**config.mk**
```make
export PLATFORM = sky130hd
export DESIGN_NAME = z80_io_master
export DESIGN_NICKNAME = d
export VERILOG_FILES = /design/src/rtl/z80_io_master.sv
export SDC_FILE = /design/constraint.sdc
export NUM_CORES = 1
export LEC_CHECK = 0
export BUFFER_PORTS_ARGS = -buffer_cell sky130_fd_sc_hd__buf_2
export CAP_MARGIN = 20
export CORE_UTILIZATION = 58
export CTS_CLUSTER_DIAMETER = 100
export DETAILED_ROUTE_END_ITERATION = 16
export PLACE_DENSITY = 0.84
export SLEW_MARGIN = 20
export SYNTH_ARGS = -nofsm -noshare
export SYNTH_HDL_FRONTEND = slang
export SYNTH_SLANG_ARGS = --single-unit
```
**constraint.sdc**
```tcl
create_clock -name clk -period 4.21 [get_ports clk]
set_clock_uncertainty 0.05 [all_clocks]
set_input_delay 0.6315 -clock clk [delete_from_list [all_inputs] [get_ports clk]]
set_output_delay 0.6315 -clock clk [all_outputs]
set_load 0.02 [all_outputs]
```
**src/rtl/z80_io_master.sv**
```systemverilog
// ----------------------------------------------------------------------------
// z80_io_master
//
// Z80-style I/O bus initiator. Takes a single-beat valid/ready request
// (port address, direction, write data) and plays it out on the port-level
// bus as a timed Z80 I/O cycle: T1, T2, zero or more TW, T3. Each T-state
// lasts T_CLKS clocks. A read returns the sampled data bus; every cycle ends
// with a one-clock completion pulse.
//
// Parameters
//   T_CLKS        clocks per T-state (2..63)
//   WAIT_STATES   automatic TW states per cycle (0..7)
//   WAIT_TIMEOUT  max TW states added by wait_n before forced completion
//                 (1..1023)
//
// Ports
//   clk, reset_n          clock, synchronous active-low reset
//   req_valid/req_ready   request handshake; ready only while idle
//   req_write             1 = OUT cycle, 0 = IN cycle
//   req_addr, req_wdata   port address and write data, latched on accept
//   rsp_valid             one-clock completion pulse
//   rsp_rdata             read data (meaningful for reads when rsp_valid)
//   rsp_err               wait timeout flag, qualified by rsp_valid
//   wait_n                bus wait request, active low, synchronous to clk
//   A                     address bus
//   iorq_n, rd_n, wr_n    bus strobes, active low
//   cd_out, cd_oe         data bus drive value and enable
//   cd_in                 data bus input
// ----------------------------------------------------------------------------
module z80_io_master #(
    parameter int T_CLKS       = 6,
    parameter int WAIT_STATES  = 1,
    parameter int WAIT_TIMEOUT = 255
) (
    input  logic       clk,
    input  logic       reset_n,
    input  logic       req_valid,
    output logic       req_ready,
    input  logic       req_write,
    input  logic [7:0] req_addr,
    input  logic [7:0] req_wdata,
    output logic       rsp_valid,
    output logic [7:0] rsp_rdata,
    output logic       rsp_err,
    input  logic       wait_n,
    output logic [7:0] A,
    output logic       iorq_n,
    output logic       rd_n,
    output logic       wr_n,
    output logic [7:0] cd_out,
    output logic       cd_oe,
    input  logic [7:0] cd_in
);

    // Index of the last clock inside a T-state.
    localparam logic [5:0] CNT_LAST     = 6'(T_CLKS - 1);
    // Index of the last T3 clock with strobes still low (T3 cycle H, H = T_CLKS/2).
    localparam logic [5:0] CNT_HOLD     = 6'((T_CLKS / 2) - 1);
    localparam logic [2:0] TW_AUTO      = 3'(WAIT_STATES);
    localparam logic [9:0] TW_MAX_EXTRA = 10'(WAIT_TIMEOUT);

    // ST_RESET only lasts while reset is applied and for the clock it is
    // released on, so that req_ready stays low throughout reset.
    typedef enum logic [2:0] {
        ST_RESET,
        ST_IDLE,
        ST_T1,
        ST_T2,
        ST_TW,
        ST_T3
    } state_t;

    state_t     state_q, state_d;
    logic [5:0] cnt_q, cnt_d;
    logic [2:0] tw_left_q, tw_left_d;
    logic [9:0] extra_q, extra_d;

    logic       write_q, write_d;
    logic [7:0] addr_q, addr_d;
    logic [7:0] wdata_q, wdata_d;

    logic [7:0] a_q, a_d;
    logic       iorq_n_q, iorq_n_d;
    logic       rd_n_q, rd_n_d;
    logic       wr_n_q, wr_n_d;
    logic [7:0] cd_out_q, cd_out_d;
    logic       cd_oe_q, cd_oe_d;
    logic       rsp_valid_q, rsp_valid_d;
    logic [7:0] rsp_rdata_q, rsp_rdata_d;
    logic       rsp_err_q, rsp_err_d;

    logic       cnt_last;
    logic       bus_active;
    logic       strobe;

    always_comb begin
        state_d     = state_q;
        tw_left_d   = tw_left_q;
        extra_d     = extra_q;
        write_d     = write_q;
        addr_d      = addr_q;
        wdata_d     = wdata_q;
        rsp_rdata_d = rsp_rdata_q;
        rsp_err_d   = rsp_err_q;

        cnt_last = (cnt_q == CNT_LAST);
        cnt_d    = cnt_last ? 6'd0 : cnt_q + 6'd1;

        case (state_q)
            ST_RESET: begin
                state_d = ST_IDLE;
                cnt_d   = 6'd0;
            end

            ST_IDLE: begin
                cnt_d = 6'd0;
                if (req_valid) begin
                    state_d   = ST_T1;
                    write_d   = req_write;
                    addr_d    = req_addr;
                    wdata_d   = req_wdata;
                    tw_left_d = TW_AUTO;
                    extra_d   = 10'd0;
                    rsp_err_d = 1'b0;
                end
            end

            ST_T1: begin
                if (cnt_last) begin
                    state_d = ST_T2;
                end
            end

            ST_T2: begin
                if (cnt_last) begin
                    state_d = (WAIT_STATES == 0) ? ST_T3 : ST_TW;
                end
            end

            // At the end of every TW, a low wait_n appends one more TW
            // until the extension budget is spent; after that the cycle is
            // forced to finish and flagged as a timeout.
            ST_TW: begin
                if (cnt_last) begin
                    if (!wait_n) begin
                        if (extra_q == TW_MAX_EXTRA) begin
                            state_d   = ST_T3;
                            rsp_err_d = 1'b1;
                        end else begin
                            extra_d = extra_q + 10'd1;
                        end
                    end else if (tw_left_q > 3'd1) begin
                        tw_left_d = tw_left_q - 3'd1;
                    end else begin
                        state_d = ST_T3;
                    end
                end
            end

            ST_T3: begin
                if (cnt_last) begin
                    state_d = ST_IDLE;
                end
            end

            default: begin
                state_d = ST_IDLE;
                cnt_d   = 6'd0;
            end
        endcase

        rsp_valid_d = (state_q == ST_T3) && cnt_last;

        // Last clock with rd_n low: capture the bus as it closes.
        if ((state_q == ST_T3) && (cnt_q == CNT_HOLD) && !write_q) begin
            rsp_rdata_d = cd_in;
        end

        // Bus outputs are registered from the next state so that they line
        // up exactly with the T-state they belong to.
        bus_active = (state_d == ST_T1) || (state_d == ST_T2) ||
                     (state_d == ST_TW) || (state_d == ST_T3);
        strobe     = (state_d == ST_T2) || (state_d == ST_TW) ||
                     ((state_d == ST_T3) && (cnt_d <= CNT_HOLD));

        a_d      = bus_active ? addr_d : 8'h00;
        cd_oe_d  = bus_active && write_d;
        cd_out_d = cd_oe_d ? wdata_d : 8'h00;
        iorq_n_d = !strobe;
        rd_n_d   = !(strobe && !write_d);
        wr_n_d   = !(strobe && write_d);
    end

    // Single state/output register bank; reset releases the strobes and the
    // data bus at once and discards any request in flight.
    always_ff @(posedge clk) begin
        if (!reset_n) begin
            state_q     <= ST_RESET;
            cnt_q       <= 6'd0;
            tw_left_q   <= 3'd0;
            extra_q     <= 10'd0;
            write_q     <= 1'b0;
            addr_q      <= 8'h00;
            wdata_q     <= 8'h00;
            a_q         <= 8'h00;
            iorq_n_q    <= 1'b1;
            rd_n_q      <= 1'b1;
            wr_n_q      <= 1'b1;
            cd_out_q    <= 8'h00;
            cd_oe_q     <= 1'b0;
            rsp_valid_q <= 1'b0;
            rsp_rdata_q <= 8'h00;
            rsp_err_q   <= 1'b0;
        end else begin
            state_q     <= state_d;
            cnt_q       <= cnt_d;
            tw_left_q   <= tw_left_d;
            extra_q     <= extra_d;
            write_q     <= write_d;
            addr_q      <= addr_d;
            wdata_q     <= wdata_d;
            a_q         <= a_d;
            iorq_n_q    <= iorq_n_d;
            rd_n_q      <= rd_n_d;
            wr_n_q      <= wr_n_d;
            cd_out_q    <= cd_out_d;
            cd_oe_q     <= cd_oe_d;
            rsp_valid_q <= rsp_valid_d;
            rsp_rdata_q <= rsp_rdata_d;
            rsp_err_q   <= rsp_err_d;
        end
    end

    assign req_ready = (state_q == ST_IDLE);
    assign A         = a_q;
    assign iorq_n    = iorq_n_q;
    assign rd_n      = rd_n_q;
    assign wr_n      = wr_n_q;
    assign cd_out    = cd_out_q;
    assign cd_oe     = cd_oe_q;
    assign rsp_valid = rsp_valid_q;
    assign rsp_rdata = rsp_rdata_q;
    assign rsp_err   = rsp_err_q;

endmodule
```
==> run metrics <==
Setup crit end kind=flop; simple-gate share of the synthesized area=23.1%; hold path endpoint=addr_q[0]$_SDFF_PN0_; main combinational cell family by area after synthesis=simple AND/OR/NAND/NOR gates; sequential fraction of the synthesis area=48.3%; Data required, critical path=4.38 ns; Slowest-stage cell, CP=and4bb_2; worst slack at placement=1.88 ns; R2R setup slack=2.01 ns; area delta synth->final=16.8%; CP Max Fanout=20; H-tree Lvls=3; Post-Syn Area=2860 µm²; outcome=finished, final reports clean; pwr/cell area=401 nW/µm²; initial antenna violation count=0; min-delay src=addr_q[0]$_SDFF_PN0_; type of the worst min-delay path=reg2reg; hold depth=2; TritonRoute pass-1 iters=4; post-synthesis average cell area=9.59 µm²; Final ANT Viol Nets=0; Reg2Reg Capture Point=extra_q[4]$_SDFFE_PN0P_; clock latency on the worst-skew pair=0.34 ns; setup TNS=0 ns; nature of the critical path startpoint=flop; initial drt markers=98; CTS tree=built; routability congestion estimate=0.837; FFs w/ async S/R, synth=0%; total number of vias=2175; Post-synth EDFFs=0; Storage cell area=1380 µm²; post-CTS sizing=0; final setup margin=2.01 ns; diodes inserted=0; Worst Max-Slew Pin Slew=0.662 ns; Fmax=0.454 GHz; # setup viols final=0; CTS root buf=clkbuf_8; layout cells sized above 1=23.4%; Tcrit/Tclk final=52.3%; final wirelength=5450 µm; final net count=385; Critical R2R Launch=state_q[0]$_SDFF_PN0_; TritonCTS buffer count=9; post-synthesis adder-cell area fraction=2.19%; multi-input gate area in the final layout=1340 µm²; critical path arrival=2.37 ns; library cells used by synthesis=50; first-pass GRT wire length=9290 µm; io pins=60; postcts setup bufs=0; Fin. Hold Viols=0; Fin Hold WS=0.422 ns; post-synthesis mux area share=6.30%; number of global-route vias before repair=2067; Lkg Pwr=1.46 nW; Peak VDD IR=0.000274 V; DRC viols=0; Die ar.=5210 µm²; die width=72.2 µm; largest net degree at the start of global routing=40; RSZ-0062 raised after global routing=no; Final min period=2.20 ns; hold_buf cts=0; Fillers=381; Rel. slew slack=55.9%; largest delay contributor family on the critical path=simple AND/OR/NAND/NOR gates; Max stage delay on crit path=0.68 ns; placed cells=407; GRT overflow=0; # rows=25; CORE AREA=4720 µm²; Syn Nets=332; routed length per placed instance=12.9 µm; Yosys reg bits=69; WS Path Type=reg2reg; buffers and inverters on the worst path=0; initial core utilization=60.5%; cell depth of the worst flop-to-flop path=5; Util after Layout=70.7%; xor/xnor share of the synthesized area=4.60%; Slew Limit Fails=0; ordered cell list for the critical path=and4bb_2 -> a41o_1 -> o211ai_1 -> xor2_1 -> nor2_1; max-cap check violation count=0; clock-pin slew on the worst setup and hold paths=0.07 ns; hpwl dp=3710 µm; synth warn=0; height of the die=72.2 µm; Top FF cell, synth=dfxtp_1; Clock Sinks=69; IO buf count=59; post-synthesis compound-gate area fraction=10.7%; Bufs on Longest Clock Path=2; Post-Syn Instances=298; Finished Layout Cells=422; DR vias/cell=5.15; Overall Global Routing Usage=23.7%
==> flip-flops by register name (all words and copies together), names as in the netlist, 3 cells and up <==
register   cells
cnt_q          6
rsp_rdata      8
wdata_q        8
state_q        3
extra_q       10
cd_out         8
A              8
addr_q         8
tw_left_q      3
==> metal layers <==
metal / routed length, µm / track usage [%] / vias up
met5: 0 / 0 / -
met4: 89 / 9.37 / 0
met3: 308 / 8.89 / 7
met2: 2460 / 36.4 / 65
met1: 2580 / 30.0 / 994
li1: - / - / 1109
==> metrics by stage <==
stage | power [W] | cell area [µm²]
2_1_floorplan | 0.000759 | 2860
3_3_place_gp | 0.000783 | 3130
3_5_place_dp | 0.000785 | 3130
4_1_cts | 0.00135 | 3340
5_1_grt | 0.00140 | 3340
6_report | 0.00134 | 3340
==> synthesized netlist by cell type, types with 2 or more instances <==
master / instances / area share [%]
a21boi_0: 8 / 2.1
a21oi_1: 4 / 0.70
a31oi_1: 3 / 0.66
and2_1: 2 / 0.44
and2b_1: 3 / 0.79
and3_1: 5 / 1.1
buf_2: 4 / 0.70
buf_4: 3 / 0.79
buf_6: 3 / 1.2
clkbuf_1: 6 / 0.79
dfxtp_1: 69 / 48
ha_1: 5 / 2.2
inv_1: 9 / 1.2
mux2i_1: 18 / 6.3
nand2_1: 28 / 3.7
nand2b_1: 3 / 0.66
nand3_1: 9 / 1.6
nand4_1: 2 / 0.44
nor2_1: 33 / 4.3
nor2b_1: 24 / 5.3
nor3b_1: 2 / 0.53
nor4_1: 3 / 0.66
o211ai_1: 5 / 1.3
o21a_1: 3 / 0.79
o21ai_0: 4 / 0.70
o22ai_1: 2 / 0.44
or3_1: 2 / 0.44
xnor2_1: 6 / 1.8
xor2_1: 9 / 2.8
==> where the power goes <==
part / total (W) / switching, W / leakage, nW / internal [W]
clock: 0.000568 / 0.000237 / 0.103 / 0.000331
sequential: 0.000678 / 0.00000967 / 0.559 / 0.000668
combinational: 0.0000932 / 0.0000543 / 0.798 / 0.0000389
total: 0.00134 / 0.000301 / 1.46 / 0.00104
==> placed cells by master, fill, tap and decap left out, drive strengths merged, types with 4 or more instances in the layout <==
cell	n
a21boi	8
ha	5
nand2	28
a31oi	4
o21ai	5
o211ai	6
a21oi	4
xor2	9
mux2i	18
nor2	33
nor2b	24
dfxtp	69
and3	5
clkbuf	11
xnor2	6
nand3	9
inv	9
buf	59
==> logic make-up after synthesis <==
logic type | Yosys count
mux | 18
simple gates | 125
buf+inv | 26
xor+xnor | 15
fa+ha+maj | 5
compound gates | 40
flops | 69
==> area by class of cell <==
cell class | count | share of cell area (%)
inverter | 9 | 1.01
sequential | 69 | 41.4
tap | 67 | 2.51
multi-input combinational | 203 | 40.1
timing repair buffer | 59 | 8.85
clock buffer | 11 | 3.94
clock inverter | 4 | 2.21
==> worst max path at each step <==
stage,depth (start not counted),endpoint,from,slack [ns]
detailed placement,6,extra_q[5]$_SDFFE_PN0P_,req_valid,1.88
global placement,6,extra_q[5]$_SDFFE_PN0P_,req_valid,1.94
global route,5,extra_q[6]$_SDFFE_PN0P_,state_q[0]$_SDFF_PN0_,1.85
CTS,2,req_ready,state_q[0]$_SDFF_PN0_,2.01
floorplan,6,rsp_err$_SDFFE_PN0P_,state_q[0]$_SDFF_PN0_,2.29
finish,5,extra_q[4]$_SDFFE_PN0P_,state_q[0]$_SDFF_PN0_,2.01
==> worst register-to-register path, stage by stage (launching register included) <==
cell and delay, ns:
dfxtp_1 0.53, and4bb_2 0.68, a41o_1 0.40, o211ai_1 0.17, xor2_1 0.18, nor2_1 0.07
No activity file was read; power rests on OpenSTA's default activity.
